File: src/rtl/spi_regfile_rw.sv
// spi_regfile_rw: mode-0 SPI target exposing a bank of read/write configuration registers.
// SPI pins are oversampled on m_clk through synchronisers; all state lives in the m_clk domain.
module spi_regfile_rw #(
  parameter int unsigned NUM_REGS    = 5,
  parameter int unsigned ADDR_W      = 7,
  parameter int unsigned DATA_W      = 8,
  parameter int unsigned SYNC_STAGES = 2
) (
  input  logic                         m_clk,
  input  logic                         rst,
  input  logic                         sclk,
  input  logic                         mosi,
  input  logic                         cs_n,
  output logic                         miso,
  output logic                         miso_oe,
  output logic [NUM_REGS*DATA_W-1:0]   regs,
  output logic [NUM_REGS-1:0]          wr_strobe,
  output logic                         frame_err
);

  localparam int unsigned FRAME_W = 1 + ADDR_W + DATA_W;
  localparam int unsigned CNT_W   = $clog2(FRAME_W + 2);
  localparam int unsigned SET_W   = $clog2(SYNC_STAGES + 2);

  localparam logic [CNT_W-1:0] CNT_LAST_ADDR = CNT_W'(ADDR_W);
  localparam logic [CNT_W-1:0] CNT_FRAME     = CNT_W'(FRAME_W);
  localparam logic [CNT_W-1:0] CNT_SAT       = CNT_W'(FRAME_W + 1);
  localparam logic [CNT_W-1:0] CNT_SHIFT_MIN = CNT_W'(ADDR_W + 2);
  localparam logic [SET_W-1:0] SET_DONE      = SET_W'(SYNC_STAGES + 1);

  typedef enum logic [1:0] {
    ST_IDLE = 2'd0,
    ST_ADDR = 2'd1,
    ST_DATA = 2'd2
  } state_t;

  state_t state, state_nxt;

  logic [SYNC_STAGES-1:0] sclk_sync, mosi_sync, cs_sync;
  logic                   sclk_q, cs_q;
  logic [SET_W-1:0]       settle_cnt;
  logic                   settled;
  logic                   sclk_rise_p, sclk_fall_p, cs_rise_p, cs_fall_p, mosi_p;

  logic [CNT_W-1:0]       bit_cnt;
  logic [FRAME_W-1:0]     rx, rx_nxt;
  logic [DATA_W-1:0]      tx;
  logic                   oe_flag;

  logic [ADDR_W-1:0]      rd_addr, wr_addr;
  logic [DATA_W-1:0]      rd_data, wr_data;
  logic [NUM_REGS-1:0]    wr_hit;
  logic                   commit_c, err_c, load_tx_c;

  // Edges that reach the sync output before the chain has flushed after reset are stale and masked.
  assign settled = (settle_cnt == SET_DONE);

  // Pin synchronisers plus registered edge pulses aligned with the sampled mosi bit.
  always_ff @(posedge m_clk or posedge rst) begin
    if (rst) begin
      sclk_sync   <= '0;
      mosi_sync   <= '0;
      cs_sync     <= '1;
      sclk_q      <= 1'b0;
      cs_q        <= 1'b1;
      settle_cnt  <= '0;
      sclk_rise_p <= 1'b0;
      sclk_fall_p <= 1'b0;
      cs_rise_p   <= 1'b0;
      cs_fall_p   <= 1'b0;
      mosi_p      <= 1'b0;
    end else begin
      sclk_sync   <= {sclk_sync[SYNC_STAGES-2:0], sclk};
      mosi_sync   <= {mosi_sync[SYNC_STAGES-2:0], mosi};
      cs_sync     <= {cs_sync[SYNC_STAGES-2:0], cs_n};
      sclk_q      <= sclk_sync[SYNC_STAGES-1];
      cs_q        <= cs_sync[SYNC_STAGES-1];
      if (!settled) settle_cnt <= settle_cnt + SET_W'(1);
      sclk_rise_p <= settled &  sclk_sync[SYNC_STAGES-1] & ~sclk_q;
      sclk_fall_p <= settled & ~sclk_sync[SYNC_STAGES-1] &  sclk_q;
      cs_rise_p   <= settled &  cs_sync[SYNC_STAGES-1]   & ~cs_q;
      cs_fall_p   <= settled & ~cs_sync[SYNC_STAGES-1]   &  cs_q;
      mosi_p      <= mosi_sync[SYNC_STAGES-1];
    end
  end

  // Frame field extraction: read address on the fly, write fields from the completed frame.
  assign rx_nxt  = {rx[FRAME_W-2:0], mosi_p};
  assign rd_addr = rx_nxt[ADDR_W-1:0];
  assign wr_addr = rx[FRAME_W-2 -: ADDR_W];
  assign wr_data = rx[DATA_W-1:0];

  // Register decode; out-of-range addresses hit nothing and read as zero.
  always_comb begin
    rd_data = '0;
    wr_hit  = '0;
    for (int i = 0; i < int'(NUM_REGS); i++) begin
      if (rd_addr == ADDR_W'(i)) rd_data = regs[i*DATA_W +: DATA_W];
      if (wr_addr == ADDR_W'(i)) wr_hit[i] = 1'b1;
    end
  end

  // State register.
  always_ff @(posedge m_clk or posedge rst) begin
    if (rst) state <= ST_IDLE;
    else     state <= state_nxt;
  end

  // Next state and frame-level decisions; cs rise beats cs fall beats sclk.
  always_comb begin
    state_nxt = state;
    commit_c  = 1'b0;
    err_c     = 1'b0;
    load_tx_c = 1'b0;
    if (cs_rise_p) begin
      state_nxt = ST_IDLE;
      if (state != ST_IDLE) begin
        commit_c = (bit_cnt == CNT_FRAME) && rx[FRAME_W-1];
        err_c    = (bit_cnt != CNT_FRAME) && (bit_cnt != '0);
      end
    end else if (cs_fall_p) begin
      if (state == ST_IDLE) state_nxt = ST_ADDR;
    end else if (sclk_rise_p && (state == ST_ADDR) && (bit_cnt == CNT_LAST_ADDR)) begin
      state_nxt = ST_DATA;
      load_tx_c = ~rx_nxt[ADDR_W];
    end
  end

  // Datapath: bit counter, shift registers, register bank and registered outputs.
  always_ff @(posedge m_clk or posedge rst) begin
    if (rst) begin
      bit_cnt   <= '0;
      rx        <= '0;
      tx        <= '0;
      oe_flag   <= 1'b0;
      regs      <= '0;
      wr_strobe <= '0;
      frame_err <= 1'b0;
      miso      <= 1'b0;
      miso_oe   <= 1'b0;
    end else begin
      wr_strobe <= commit_c ? wr_hit : '0;
      frame_err <= err_c;
      for (int i = 0; i < int'(NUM_REGS); i++) begin
        if (commit_c && wr_hit[i]) regs[i*DATA_W +: DATA_W] <= wr_data;
      end
      if (cs_rise_p) begin
        oe_flag <= 1'b0;
      end else if (cs_fall_p) begin
        if (state == ST_IDLE) begin
          bit_cnt <= '0;
          rx      <= '0;
          tx      <= '0;
          oe_flag <= 1'b0;
        end
      end else if (sclk_rise_p && (state != ST_IDLE)) begin
        if (bit_cnt != CNT_SAT)  bit_cnt <= bit_cnt + CNT_W'(1);
        if (bit_cnt < CNT_FRAME) rx      <= rx_nxt;
        if (load_tx_c) begin
          tx      <= rd_data;
          oe_flag <= 1'b1;
        end
      end else if (sclk_fall_p && (state != ST_IDLE) && (bit_cnt >= CNT_SHIFT_MIN)) begin
        tx <= tx << 1;
      end
      miso_oe <= oe_flag;
      miso    <= oe_flag & tx[DATA_W-1];
    end
  end

endmodule

File: config.mk
export PLATFORM = sky130hd
export DESIGN_NAME = spi_regfile_rw
export DESIGN_NICKNAME = d
export VERILOG_FILES = /design/src/rtl/spi_regfile_rw.sv
export SDC_FILE = /design/constraint.sdc
export NUM_CORES = 1
export LEC_CHECK = 0
export ABC_AREA = 1
export ABC_CLOCK_PERIOD_IN_PS = 8039
export CAP_MARGIN = 20
export CELL_PAD_IN_SITES_DETAIL_PLACEMENT = 0
export CELL_PAD_IN_SITES_GLOBAL_PLACEMENT = 1
export CORE_ASPECT_RATIO = 0.6
export CORE_MARGIN = 5
export CORE_UTILIZATION = 46
export DETAILED_ROUTE_END_ITERATION = 10
export PLACE_DENSITY_LB_ADDON = 0.05
export SYNTH_ARGS = -nofsm -noshare
export SYNTH_HDL_FRONTEND = slang
export SYNTH_SLANG_ARGS = --single-unit
File: constraint.sdc
create_clock -name m_clk -period 8.04 [get_ports m_clk]
set_input_delay 2.01 -clock m_clk [delete_from_list [all_inputs] [get_ports m_clk]]
set_output_delay 2.01 -clock m_clk [all_outputs]
set_load 0.01 [all_outputs]
After elaboration in Yosys (flattened, before gate mapping)
Cells that the tools add are included.
Cells by class
  bitwise operators: 15
  $add $sub $neg: 2
  order comparisons: 2
  reduce and logical (&&, ||, !) cells: 29
  equality and inequality tests: 17
  muxes and demuxes: 40
Operators by type and width (count)
  2-to-1 mux 8 bit: 10
  2-to-1 mux 16 bit: 4
  == test 7 x 2 -> 1 bit, second input constant: 4
  2-to-1 mux 5 bit: 5
  2-to-1 mux 1 bit: 17
  == test 7 x 1 -> 1 bit, second input constant: 2
  == test 7 x 3 -> 1 bit, second input constant: 2
  logical NOT 7 bit: 2
  logical AND 1 bit: 12
  AND reduction 4 bit: 3
  nonzero test 3 bit: 4
  inequality test 5 bit, second input constant: 2
  bitwise AND 1 bit: 9
  2-to-1 mux 2 bit: 4
  nonzero test 2 bit: 4
  inverter 1 bit: 6
  adder 5 x 1 -> 5 bit, second input constant: 1
  == test 5 x 3 -> 1 bit, second input constant: 1
  == test 5 bit, second input constant: 1
  >= comparator 5 x 4 -> 1 bit, second input constant: 1
  less-than comparator 5 bit, second input constant: 1
  nonzero test 5 bit: 1
  inequality test 3 x 2 -> 1 bit, second input constant: 1
  inequality test 3 bit, second input constant: 1
  7 further kinds: 7
Storage, ports and cells
  logic and storage cells: 130
  output and inout bits: 48
  bits in registers: 95
  input bits: 5

Depth between registers and ports, before layout
Gate-level depths: netlist of run 1.
  word-level depth: 10
  mapped depth: 12
  depth with buffers taken out: 12

Worst setup path before layout of run 1
Ideal clock, no wire load.
  path type: register to output
  from: reg regs[0]
  to: out regs[0]
  data required time: 6030 ps
  arrival time: 394 ps
  path slack: 5636 ps
  cell stages (with the launch flop): 1
  buffers on the path: 0
  path through: dfrtp_1
RTL lines
  start, declared: line 16  | output logic [NUM_REGS*DATA_W-1:0] regs,
  start signal, assigned by index: line 145  | if (commit_c && wr_hit[i]) regs[i*DATA_W +: DATA_W] <= wr_data;
No word-level cell between the ends.

Worst setup path after layout of run 1
  from: reg regs[7]
  to: out regs[7]
No word-level cell between the ends.

==> results of run 1 <==
[logic make-up (layout without fill, tap and decap cells)]
| kind of cell | Yosys count | count (layout) | synth area share |
|---|---|---|---|
| AOI/OAI and AO/OA | 96 | 96 | 0.118 |
| xor gates and xnor gates | 2 | 2 | 0.00402 |
| adders and majority gates | 4 | 4 | 0.0115 |
| buffers and inverters | 60 | 115 | 0.0661 |
| DFF | 95 | 95 | 0.547 |
| muxes | 1 | 1 | 0.00259 |
| and+or+nand+nor | 223 | 223 | 0.251 |
[layout by cell type (no fill, tap or decap), types with 2 or more instances in the layout]
| master | netlist | layout |
|---|---|---|
| sky130_fd_sc_hd__a21oi_1 | 24 | 24 |
| sky130_fd_sc_hd__inv_1 | 40 | 39 |
| sky130_fd_sc_hd__inv_2 | 6 | 6 |
| sky130_fd_sc_hd__o21ai_1 | 34 | 34 |
| sky130_fd_sc_hd__nor3_1 | 8 | 8 |
| sky130_fd_sc_hd__nand3_1 | 51 | 51 |
| sky130_fd_sc_hd__nor3_4 | 2 | 2 |
| sky130_fd_sc_hd__nor2_1 | 40 | 40 |
| sky130_fd_sc_hd__o21ai_0 | 29 | 29 |
| sky130_fd_sc_hd__nand3_4 | 4 | 4 |
| sky130_fd_sc_hd__xnor2_1 | 2 | 2 |
| sky130_fd_sc_hd__clkbuf_16 | 0 | 9 |
| sky130_fd_sc_hd__clkinv_4 | 0 | 2 |
| sky130_fd_sc_hd__o21ai_2 | 8 | 8 |
| sky130_fd_sc_hd__or2_2 | 4 | 4 |
| sky130_fd_sc_hd__nand2_1 | 96 | 96 |
| sky130_fd_sc_hd__dfrtp_1 | 92 | 92 |
| sky130_fd_sc_hd__nor2_2 | 5 | 5 |
| sky130_fd_sc_hd__nand2_2 | 3 | 3 |
| sky130_fd_sc_hd__or2_0 | 2 | 2 |
| sky130_fd_sc_hd__ha_1 | 4 | 4 |
| sky130_fd_sc_hd__clkdlybuf4s50_1 | 0 | 52 |
| sky130_fd_sc_hd__nand3_2 | 3 | 3 |
| sky130_fd_sc_hd__dfstp_2 | 3 | 3 |
[routing by layer]
| layer | share of wire | global-route usage |
|---|---|---|
| met3 | 0.063 | 0.0598 |
| met2 | 0.41 | 0.257 |
| met5 | 0 | 0 |
| met4 | 0.0060 | 0.0357 |
| met1 | 0.52 | 0.293 |
[final cells by class]
type / count / area share
sequential: 95 / 0.454
multi-input combinational: 326 / 0.322
timing repair buffer: 53 / 0.101
clock buffer: 10 / 0.0456
inverter: 46 / 0.0334
tap: 130 / 0.0310
clock inverter: 6 / 0.0131
[worst paths after layout]
path / startpoint / endpoint / slack, ns / cells after the start
setup / recovery: regs[7] / regs[7] / 4.71 / 1
hold / removal: mosi_sync[0] / mosi_sync[1] / 0.35 / 0
setup reg to reg: state[0] / rx[1] / 5.40 / 7
hold reg to reg: mosi_sync[0] / mosi_sync[1] / 0.35 / 0
max in group asynchronous: rst / settle_cnt[0] / 4.88 / 3
min in group asynchronous: rst / frame_err / 1.99 / 2
[through the flow]
| stage | power, µW | cell area (µm²) | utilization | worst slack (ns) |
|---|---|---|---|---|
| finish | 1180 | 5240 | 0.570 | 4.71 |
| global placement | 749 | 4930 | 0.537 | 4.43 |
| detailed placement | 751 | 4930 | 0.537 | 4.43 |
| CTS | 1190 | 5240 | 0.570 | 4.70 |
| floorplan | 701 | 4360 | - | 3.56 |
| global route | 1240 | 5240 | 0.570 | 4.63 |
[worst register-to-register path: stages (launching register included)]
cell                      delay, ns
sky130_fd_sc_hd__dfrtp_1       0.41
sky130_fd_sc_hd__nor2_2        0.21
sky130_fd_sc_hd__inv_1         0.13
sky130_fd_sc_hd__a21oi_2       0.53
sky130_fd_sc_hd__nand2_1       0.16
sky130_fd_sc_hd__nor2_2        0.79
sky130_fd_sc_hd__nand3_1       0.18
sky130_fd_sc_hd__o21ai_0       0.15
[power by group through the flow]
stage	logic [µW]	registers, µW	clock network, µW
after CTS	208	537	444
after detailed placement	206	545	0
after global placement	204	545	0
after global routing	232	541	465
final	206	537	436
after floorplan	162	538	0
[state kept, by name, indices dropped and copies added (netlist names), 2 cells and up]
signal	cells
tx	8
regs	40
mosi_sync	2
settle_cnt	2
state	2
rx	16
wr_strobe	5
sclk_sync	2
cs_sync	2
bit_cnt	5
==> results list, run 1 <==
- Chip Width: 136 µm
- Number of synthesis warnings: 0
* H-Tree Depth: 3
- In the final layout, flip-flops and latches occupy 0.00238 mm².
- Summing over every cut layer, the via total after detailed routing is 3407.
* Final cell count without fillers: 666
- Total die area: 0.0116 mm²
- For the final routed database, the setup TNS stands at 0 ns.
* Signal arrival time at the worst endpoint: 1.32 ns
* Number of storage elements in the synthesis netlist: 95
- The filler cells instantiated in the layout total 835.
- Dpl hpwl: 7240 µm
- Most used flip-flop cell after synthesis: sky130_fd_sc_hd__dfrtp_1
* Crit-path leading delay family: buffers and inverters
- Cells along the critical path: clkdlybuf4s50_1
- TritonCTS built the clock tree.
- The first global-routing pass estimated 17200 µm of wire.
- The final layout contains 540 nets.
- Antenna violations before repair: 0
* Clock group share of total power: 0.370
* Number of global-route vias before repair: 3203
- Summed over all cells, the static leakage comes to 0.00238 µW.
* Critical-path top delay cell: sky130_fd_sc_hd__clkdlybuf4s50_1
- Buffers inserted during post-CTS setup optimization: 0
- Count of antenna diodes in the layout: 0
* Part of the total power dissipated in sequential elements: 0.456
* Fin Hold WS: 0.348 ns
- The clock reaches the later pin of the worst-skew pair after 0.34 ns.
* Worst-path fanout max: 3
* Post-synth top cells: 96 x sky130_fd_sc_hd__nand2_1, 92 x sky130_fd_sc_hd__dfrtp_1, 51 x sky130_fd_sc_hd__nand3_1, 40 x sky130_fd_sc_hd__inv_1, 40 x sky130_fd_sc_hd__nor2_1
- Post-Synthesis Cell Area: 0.00436 mm²
- The routed design has 10200 µm of wire.
* IO buf count: 52
- Clock-pin slew of the registers on the worst-case setup and hold paths: 0.07 ns
* Placed instance count: 650
- Setup repair after global routing left no endpoint under its margin.
- Dividing the detail-routed via count by the number of cells gives 5.12.
- Critical Path End Type: primary output
* Area contributors post-synth: sky130_fd_sc_hd__dfrtp_1 53%, sky130_fd_sc_hd__nand2_1 8.3%, sky130_fd_sc_hd__nand3_1 5.9%, sky130_fd_sc_hd__o21ai_1 3.9%, sky130_fd_sc_hd__inv_1 3.4%
- Of the total power, combinational logic draws 0.174.
- After clock tree synthesis, the flow added hold-fix buffers numbering 0.
- Transition time at the pin with the least slew margin: 0.992 ns
* Crit path kind: flop to primary output
- Grt ovf: 0
- The hold violation total from the final report came to 0.
- The synthesized design contains 0 enable-type register cells.
- Count of standard-cell rows: 27
- In the finished design, the share of the clock period the worst path needs comes to 0.414.
* Worst stage delay on the critical path: 0.57 ns
- Antenna-violating nets left: 0
- Sequential share of the synthesized area: 0.547
- Max_slew headroom: 0.338
- The number of buffers and inverters on the critical path is 1.
- Final number of max-transition violations: 0
- Top-Level Pins: 53
- For this run, asynchronously set or reset flops after synthesis account for 1.00.
- Avg WL per Cell: 15.3 µm
* CTS Sinks: 95
* Class of the most critical hold timing path: flop to flop
- Syn-to-layout area delta: 20.3%
- Count of distinct cell types in the synthesized netlist: 32
* GRT Resource Usage Total: 0.189
* Routability-driven placement congestion ratio: 0.835
* Internal portion of total power: 820 µW
- Avg Synthesized Cell Area: 9.05 µm²
* Synth top area share: 0.529
- Setup violators final: 0
- For this run, design rule violations remaining after detail routing come to 0.
- The synthesized design spends more area on one cell type than any other, namely sky130_fd_sc_hd__dfrtp_1.
- Upper clock frequency limit: 0.301 GHz
- Minimum clock period after layout: 3.33 ns
* Peak VDD IR: 0.113 mV
- Post-cts resize count: 0
* Status: complete, no violations
* Worst Clk Skew: 0.00782 ns
- Number of standard cells after synthesis: 481
- In this run the power spent charging and discharging nets is 358 µW.
- Kind of launch point of the worst setup path: flop
* Buffer depth of the longest clock path: 2
- The multi-input combinational cells in the finished layout cover a total of 0.00169 mm².
- Worst Path Required: 6.03 ns
- From bottom edge to top edge, the die measures 85.4 µm.
- Most frequently used cell type in the post-synthesis netlist: sky130_fd_sc_hd__nand2_1
- Synthesized Nets: 490
- Starting utilization of the core area: 0.474
* Ratio of cells with drive above 1 in the final layout: 0.116
- The cell sitting at the root of the clock tree is a sky130_fd_sc_hd__clkbuf_16.
* Core area: 0.00919 mm²
- TritonCTS created 9 clock buffers.
* Number of max-capacitance violations reported: 0
* Fraction of power spent switching nets: 0.304
- Maximum number of pins on one net before global-route repair: 69
* Power density relative to cell area: 225 mW/mm²
- After the first detailed-routing iteration, the DRC count stood at 272.
* Number of optimization iterations in the first detailed-route pass: 5
Note: power is estimated with default switching activity, not from simulation.
==> run 2: changes to the inputs <==
--- a/config.mk
+++ b/config.mk
@@ -6,13 +6,13 @@
 export NUM_CORES = 1
 export LEC_CHECK = 0
 export ABC_AREA = 1
-export ABC_CLOCK_PERIOD_IN_PS = 8039
+export ABC_CLOCK_PERIOD_IN_PS = 3400
 export CAP_MARGIN = 20
 export CELL_PAD_IN_SITES_DETAIL_PLACEMENT = 0
 export CELL_PAD_IN_SITES_GLOBAL_PLACEMENT = 1
 export CORE_ASPECT_RATIO = 0.6
 export CORE_MARGIN = 5
-export CORE_UTILIZATION = 46
+export CORE_UTILIZATION = 42
 export DETAILED_ROUTE_END_ITERATION = 10
 export PLACE_DENSITY_LB_ADDON = 0.05
 export SYNTH_ARGS = -nofsm -noshare
==> constraint.sdc (replaced) <==
create_clock -name m_clk -period 3.4 [get_ports m_clk]
set_input_delay 0.85 -clock m_clk [delete_from_list [all_inputs] [get_ports m_clk]]
set_output_delay 0.85 -clock m_clk [all_outputs]
set_load 0.01 [all_outputs]
==> run 2 against run 1 <==
Compared with the run above: critical endpoint is now rx[7]; highest routed layer unchanged; sequential share of layout area fell by 0.45 points; non-clock buffer count rose by 1; worst hold slack improved by 0.0027 ns; final area rose by 1.0%; die area rose by 8.6%; clock power rose to 2.6 times the previous value; setup slack got worse by 3.7 ns.
==> results list, run 2 (synthesis gave the netlist of run 1 again) <==
- The flow ran to the end, and the final reports show no timing, DRC or antenna violations.
* Combinational group share of total power: 0.172 (-0.002)
- The number of buffers added by the clock tree synthesis step was 9 (unchanged).
* Routability-driven placement congestion ratio: 0.803 (-3.9%)
- The worst hold path depth was 0 (unchanged).
- Part of the total power dissipated in sequential elements: 0.440 (-0.016)
- The number of search-and-repair iterations in the first detailed-routing pass came to 5 (unchanged).
- The final total power came to 2890 µW (+140%).
* Leakage dissipation: 0.00241 µW (+1.0%)
* Remaining DRCs: 0 (unchanged)
* Violation count after the first detailed-routing iteration: 176 (-35%)
- STA classifies the critical path endpoint as a flop.
- The tree is rooted in a sky130_fd_sc_hd__clkbuf_16.
* Buffers inserted during post-CTS setup optimization: 0 (unchanged)
- Antenna violations before repair: 0 (unchanged)
* Cell occurring most often along the worst timing path: sky130_fd_sc_hd__nor2_2
* Wire length of the first global-routing pass: 17700 µm (+2.8%)
- The placeable core region is 0.00998 mm² (+8.7%).
- Source-to-sink clock delay at the later pin of the worst-skew pair: 0.34 ns (about the same)
- The maximum fanout count along the critical path was 31 (+28).
* Most flop-heavy register: regs
* Post-cts resize count: 0 (unchanged)
- In the layout the commonest cells are 96 x sky130_fd_sc_hd__nand2_1, 92 x sky130_fd_sc_hd__dfrtp_1, 52 x sky130_fd_sc_hd__clkdlybuf4s50_1.
* Starting utilization of the core area: 0.436 (-0.0378)
- Wire length on met3: 580 µm (-9.2%)
- Total net switching power: 851 µW (+140%)
- The arrival time at the worst endpoint was 2.59 ns (+1.27 ns).
- Worst stage delay on the critical path: 0.75 ns (+0.18 ns)
* Number of endpoints with negative hold slack in the final report: 0 (unchanged)
* Clock-pin slew of the registers on the worst-case setup and hold paths: 0.07 ns (about the same)
- On the critical path the largest part of the delay comes from simple AND/OR/NAND/NOR gates.
- Internal portion of total power: 2030 µW (+150%)
* Number of cells traversed by the worst register-to-register path: 6 (-1)
- The worst register-to-register path begins at state[1].
- The number of maximum-capacitance violations is 0 (unchanged).
- The remaining antenna violation count after routing came to 0 (unchanged).
- Final number of max-transition violations: 0 (unchanged)
- Power density relative to cell area: 545 mW/mm² (+140%)
* Kind of launch point of the worst setup path: flop
- The die outline height is 88.9 µm (+4.1%).
- The total wire length was 10800 µm (+5.5%).
- Critical-path top delay cell: sky130_fd_sc_hd__nor2_2
- The total number of vias was 3349 (-1.7%).
- The count of buffers inserted at the top-level ports is 52 (unchanged).
* CTS Sinks: 95 (unchanged)
* Worst Clk Skew: 0.00846 ns (+0.000636 ns)
- Number of nets in the final layout: 541 (+0.19%)
- Syn-to-layout area delta: 21.5%
- The startpoint identified for the worst hold timing path is mosi_sync[0].
- Max_slew headroom: 0.370 (+0.0318)
- The detailed placement HPWL came to 7700 µm (+6.4%).
* Number of inserted filler cells in the final layout: 959 (+15%)
* H-Tree Depth: 3 (unchanged)
- Count of antenna diodes in the layout: 0 (unchanged)
- Leading cell type in the layout, fill and taps excluded: sky130_fd_sc_hd__nand2_1
- The count of standard-cell rows is 28 (+3.7%).
- The fraction of power spent switching nets was 0.295 (-0.00909).
- The number of buffers between clock root and the deepest sink is 2 (unchanged).
- The summed negative setup slack over all endpoints came to 0 ns (unchanged).
- Maximum number of pins on one net before global-route repair: 44 (-36%)
* Top flop regs: regs: 40 flops, rx: 16 flops, tx: 8 flops
- Peak VDD IR: 0.284 mV (+150%)
- Uppermost layer routed: met4
- Setup violators final: 0 (unchanged)
* Upper clock frequency limit: 0.413 GHz
- Worst hold endpoint: mosi_sync[1]
* Minimum clock period after layout: 2.42 ns
- The remaining global-route overflow is 0 (unchanged).
- The combined area of the multi-input logic cells was 0.00169 mm² (unchanged).
* Top-Level Pins: 53 (unchanged)
* R2r setup slk: 0.98 ns (-4.42 ns)
- The signal on the critical path passes through nor2_2, inv_1, a21oi_2, nand2_1, nor2_2, o21ai_0.
- The proportion of layout cells with a drive suffix above 1 came to 0.115 (-0.000215).
- TritonCTS built the clock tree.
- The worst path buffer plus inverter count came to 1 (unchanged).
- The wire length per cell after detailed routing was 16.0 µm (+4.6%).
* Post-detailed-route via-to-cell ratio: 4.98 (-2.6%)
- By startpoint and endpoint, the worst setup path is classified as flop to flop.
* Worst Path Required: 3.57 ns (-2.46 ns)
* Reg area: 0.00238 mm² (unchanged)
- The aggregate global-route resource usage is 0.185 (-0.00375).
- The portion of total power attributed to the clock network is 0.388 (+0.018).
- The post-cts hold buffer count came to 0 (unchanged).
* Class of the most critical hold timing path: flop to flop
- The endpoint identified for the worst register-to-register timing path is rx[7].
* Post-route core utilization: 0.530 (-0.0402)
- The overall die width is 141 µm (+4.3%).
* Met1 wire length: 5600 µm (+5.6%)
- Total met2 wirelength after detailed routing: 4530 µm (+7.7%)
* Unrepaired setup endpoints after global routing: false
- Transition time at the pin with the least slew margin: 0.945 ns (-0.0476 ns)
- The number of global-route vias before repair came to 3289 (+2.7%).
* Total die area: 0.0126 mm² (+8.6%)
- Final period util: 0.712
* Flip-flop count of the largest register after layout: 40 (unchanged)
==> run 2: power groups by stage <==
stage                     Sequential (µW)  Combinational [µW]  Clock, µW
after global routing                 1280                 564       1190
after global placement               1290                 490          0
after CTS                            1270                 501       1150
after detailed placement             1290                 498          0
after floorplan                      1270                 384          0
final                                1270                 497       1120
==> run 2: final cells by class <==
type / count / share of cell area
inverter: 46 / 0.0331
sequential: 95 / 0.450
clock buffer: 12 / 0.0485
multi-input combinational: 326 / 0.319
tap: 135 / 0.0319
timing repair buffer: 54 / 0.104
clock inverter: 4 / 0.0147
==> run 2: worst max-delay path by stage <==
stage,startpoint,end,slack (ns),depth (start not counted)
global route,state[1],rx[13],0.65,7
detailed placement,state[1],rx[3],1.01,6
CTS,state[1],rx[3],0.98,6
global placement,state[1],rx[11],1.14,6
floorplan,rst,bit_cnt[0],0.08,1
finish,state[1],rx[7],0.98,6
==> run 2: metrics by stage <==
stage	setup WS, ns	std cells	area (µm²)	hold WS (ns)
2_1_floorplan	0.0779	481	4360	0.331
3_3_place_gp	1.14	656	4960	0.334
3_5_place_dp	1.01	656	4960	0.341
4_1_cts	0.985	672	5290	0.355
5_1_grt	0.647	672	5290	0.364
6_report	0.980	672	5290	0.350
==> run 2: metal layers <==
metal,vias to the layer above,track usage
li1,1674,-
met1,1602,0.273
met2,67,0.271
met3,6,0.0540
met4,0,0.0392
met5,-,0
==> run 3: changes to the inputs <==
--- a/config.mk
+++ b/config.mk
@@ -6,13 +6,13 @@
 export NUM_CORES = 1
 export LEC_CHECK = 0
 export ABC_AREA = 1
-export ABC_CLOCK_PERIOD_IN_PS = 3400
+export ABC_CLOCK_PERIOD_IN_PS = 2210
 export CAP_MARGIN = 20
 export CELL_PAD_IN_SITES_DETAIL_PLACEMENT = 0
 export CELL_PAD_IN_SITES_GLOBAL_PLACEMENT = 1
 export CORE_ASPECT_RATIO = 0.6
 export CORE_MARGIN = 5
-export CORE_UTILIZATION = 42
+export CORE_UTILIZATION = 38
 export DETAILED_ROUTE_END_ITERATION = 10
 export PLACE_DENSITY_LB_ADDON = 0.05
 export SYNTH_ARGS = -nofsm -noshare
==> constraint.sdc (replaced) <==
create_clock -name m_clk -period 2.21 [get_ports m_clk]
set_input_delay 0.5525 -clock m_clk [delete_from_list [all_inputs] [get_ports m_clk]]
set_output_delay 0.5525 -clock m_clk [all_outputs]
set_load 0.01 [all_outputs]
==> run 3 against run 2 <==
Compared with the run above: via count up 1.2%; final cell count increased by 2.4%; setup slack got worse by 0.64 ns; critical path depth shrank 5; routed wire length up 5.5%; register-to-register slack got worse by 0.63 ns; clock power is 48% higher; global-route usage fell by 0.40 points; total power increased by 53%; largest power group unchanged; non-clock buffer count up 8; combinational power is 62% higher; first-iteration DRC count grew 32%.
==> results list, run 3 (synthesis gave the netlist of run 1 again) <==
* Status: complete, no violations
* Unrepaired setup endpoints after global routing: false
- The number of top-level pins was 53 (unchanged).
- The number of global-route vias before repair is 3490 (+6.1%).
* Kind of launch point of the worst setup path: flop
- Worst stage delay on the critical path: 0.58 ns (-0.17 ns)
* Final number of max-transition violations: 0 (unchanged)
- Class of the most critical hold timing path: flop to flop
- The proportion of layout cells with a drive suffix above 1 came to 0.125 (+0.00954).
* Buffer depth of the longest clock path: 2 (unchanged)
* Peak VDD IR: 0.373 mV (+32%)
* Transition time at the pin with the least slew margin: 0.508 ns (-0.437 ns)
- Cell area after layout: 0.00535 mm² (+0.99%)
- Post-cts resize count: 0 (unchanged)
- Leakage dissipation: 0.00242 µW (+0.76%)
- The overall die width was 148 µm (+4.8%).
- Number of inserted filler cells in the final layout: 1081 (+13%)
* Wire length of the first global-routing pass: 19200 µm (+8.7%)
* Max_slew headroom: 0.661 (+0.292)
- The die outline height was 92.9 µm (+4.6%).
- Count of standard-cell rows: 30 (+7.1%)
- The maximum number of pins on one net before global-route repair was 96 (+120%).
- The DRC violations left was 0 (unchanged).
* Antenna-violating nets left: 0 (unchanged)
- Syn-to-layout area delta: 22.8%
* Clk Tree Root Cell: sky130_fd_sc_hd__clkbuf_16
* Highest-count cells in the layout ignoring fill and taps: 96 x sky130_fd_sc_hd__nand2_1, 92 x sky130_fd_sc_hd__dfrtp_1, 52 x sky130_fd_sc_hd__clkdlybuf4s50_1
- The maximum fanout count along the critical path came to 3 (-90%).
- Power density relative to cell area: 827 mW/mm² (+52%)
- The number of buffers added by the clock tree synthesis step came to 9 (unchanged).
- The average vias per placed instance came to 4.93 (-1.2%).
* Upper clock frequency limit: 0.533 GHz
* Sum of buffers and inverters on the critical path: 1 (unchanged)
- The sum of met2 wire segment lengths after detailed routing is 4660 µm (+2.9%).
- The initial core utilization came to 0.387 (-0.0494).
- The wire length on met1 is 6040 µm (+7.9%).
* Top flop regs: regs: 40 flops, rx: 16 flops, tx: 8 flops
* Setup violators final: 0 (unchanged)
- Dpl hpwl: 8140 µm (+5.7%)
- Violation count after the first detailed-routing iteration: 233 (+32%)
- The clock-pin transition on the worst setup and hold timing paths was 0.06 ns (about the same).
* Post-route core utilization: 0.475 (-0.0554)
- On the critical path, the stage with the largest delay is an instance of sky130_fd_sc_hd__clkdlybuf4s50_1.
- Number of optimization iterations in the first detailed-route pass: 4 (-1)
- Routability-driven placement congestion ratio: 0.868 (+8.2%)
- Source-to-sink clock delay at the later pin of the worst-skew pair: 0.34 ns (about the same)
- Number of max-capacitance violations reported: 0 (unchanged)
- TritonCTS built the clock tree.
- After detailed routing, no signal wire sits above met4.
- Hold_buf cts: 0 (unchanged)
* Count of antenna diodes in the layout: 0 (unchanged)
- Most flop-heavy register: regs
- The worst hold margin came to 0.347 ns (-0.00324 ns).
* Minimum clock period after layout: 1.87 ns
- Total die area: 0.0138 mm² (+9.5%)
- The number of antenna violations at the first check in global routing came to 0 (unchanged).
- The critical path is of the flop to primary output type.
- The arrival time at the worst endpoint came to 1.32 ns (-1.27 ns).
- The buffer count from post-CTS setup fixing came to 0 (unchanged).
* Total number of vias: 3389 (+1.2%)
- The remaining global-route overflow came to 0 (unchanged).
* H-Tree Depth: 3 (unchanged)
* Crit-path leading delay family: buffers and inverters
- In the finished design, the share of the clock period the worst path needs comes to 0.848.
- Total negative setup slack: 0 ns (unchanged)
* Detailed-route wire length: 11400 µm (+5.5%)
- The data required time at the worst endpoint came to 1.66 ns (-1.91 ns).
- The number of flip-flops under the largest register name was 40 (unchanged).
- The number of sinks driven by the clock tree came to 95 (unchanged).
* Number of nets in the final layout: 549 (+1.5%)
- IO buf count: 52 (unchanged)
- GRT Resource Usage Total: 0.181 (-0.00400)
- Core area: 0.0113 mm² (+13%)
- Post-placement cell area: 0.00503 mm² (+1.5%)
- Worst Clk Skew: 0.00704 ns (-0.00142 ns)
- The wire length on met3 is 625 µm (+7.8%).
- The wire length per cell after detailed routing was 16.5 µm (+3.0%).
- Cells along the critical path: clkdlybuf4s50_1
* Leading cell type in the layout, fill and taps excluded: sky130_fd_sc_hd__nand2_1
- The hold violation total from the final report is 0 (unchanged).
* Critical Path End Type: primary output
-- run 3: cell types whose count changed in the layout (fill, tap and decap cells not counted), sizes merged --
cell,delta
inv,-2
buf,+8
clkinv,-1
clkinvlp,+2
-- run 3: cell type report --
type | instances | area (µm²) | area share
clock inverter | 3 | 67.6 | 0.0126
timing repair buffer | 62 | 608 | 0.114
clock buffer | 12 | 246 | 0.0461
inverter | 46 | 176 | 0.0330
sequential | 95 | 2380 | 0.445
multi-input combinational | 326 | 1690 | 0.315
tap | 144 | 180 | 0.0337
-- run 3: final timing paths --
kind / slack (ns) / from / depth (start not counted) / endpoint
hold reg to reg: 0.35 / mosi_sync[1] / 0 / mosi_p
setup / recovery: 0.34 / regs[28] / 1 / regs[28]
max in group asynchronous: 1.09 / rst / 3 / cs_sync[0]
setup reg to reg: 0.35 / bit_cnt[0] / 8 / regs[38]
hold / removal: 0.35 / mosi_sync[1] / 0 / mosi_p
min in group asynchronous: 0.71 / rst / 3 / wr_strobe[1]
-- run 3: routing by layer --
layer  vias to the layer above  global-route usage
met5                         -                   0
met4                         0              0.0438
met3                         4              0.0440
met2                        60               0.249
met1                      1638               0.282
li1                       1687                   -
-- run 3: worst reg2reg max path, cell delays in order (launching register included) --
cell,delay [ns]
sky130_fd_sc_hd__dfrtp_1,0.44
sky130_fd_sc_hd__inv_1,0.12
sky130_fd_sc_hd__ha_1,0.16
sky130_fd_sc_hd__nor3b_4,0.21
sky130_fd_sc_hd__nand3_2,0.14
sky130_fd_sc_hd__nor2_8,0.23
sky130_fd_sc_hd__nand3_4,0.24
sky130_fd_sc_hd__nand2_1,0.15
sky130_fd_sc_hd__o21ai_2,0.05
-- run 3: power breakdown --
part           internal [µW]  switching (µW)  total (µW)
Combinational            254             554         807
Sequential              1850             103        1960
Clock                   1020             642        1660
-- run 3: metrics by stage --
step / setup slack (ns) / total power (µW) / instances
after detailed placement: 0.351 / 2800 / 673
after CTS: 0.312 / 4490 / 688
after global placement: 0.369 / 2790 / 673
after global routing: 0.164 / 4680 / 688
after floorplan: 0.540 / 2550 / 481
final: 0.335 / 4420 / 688
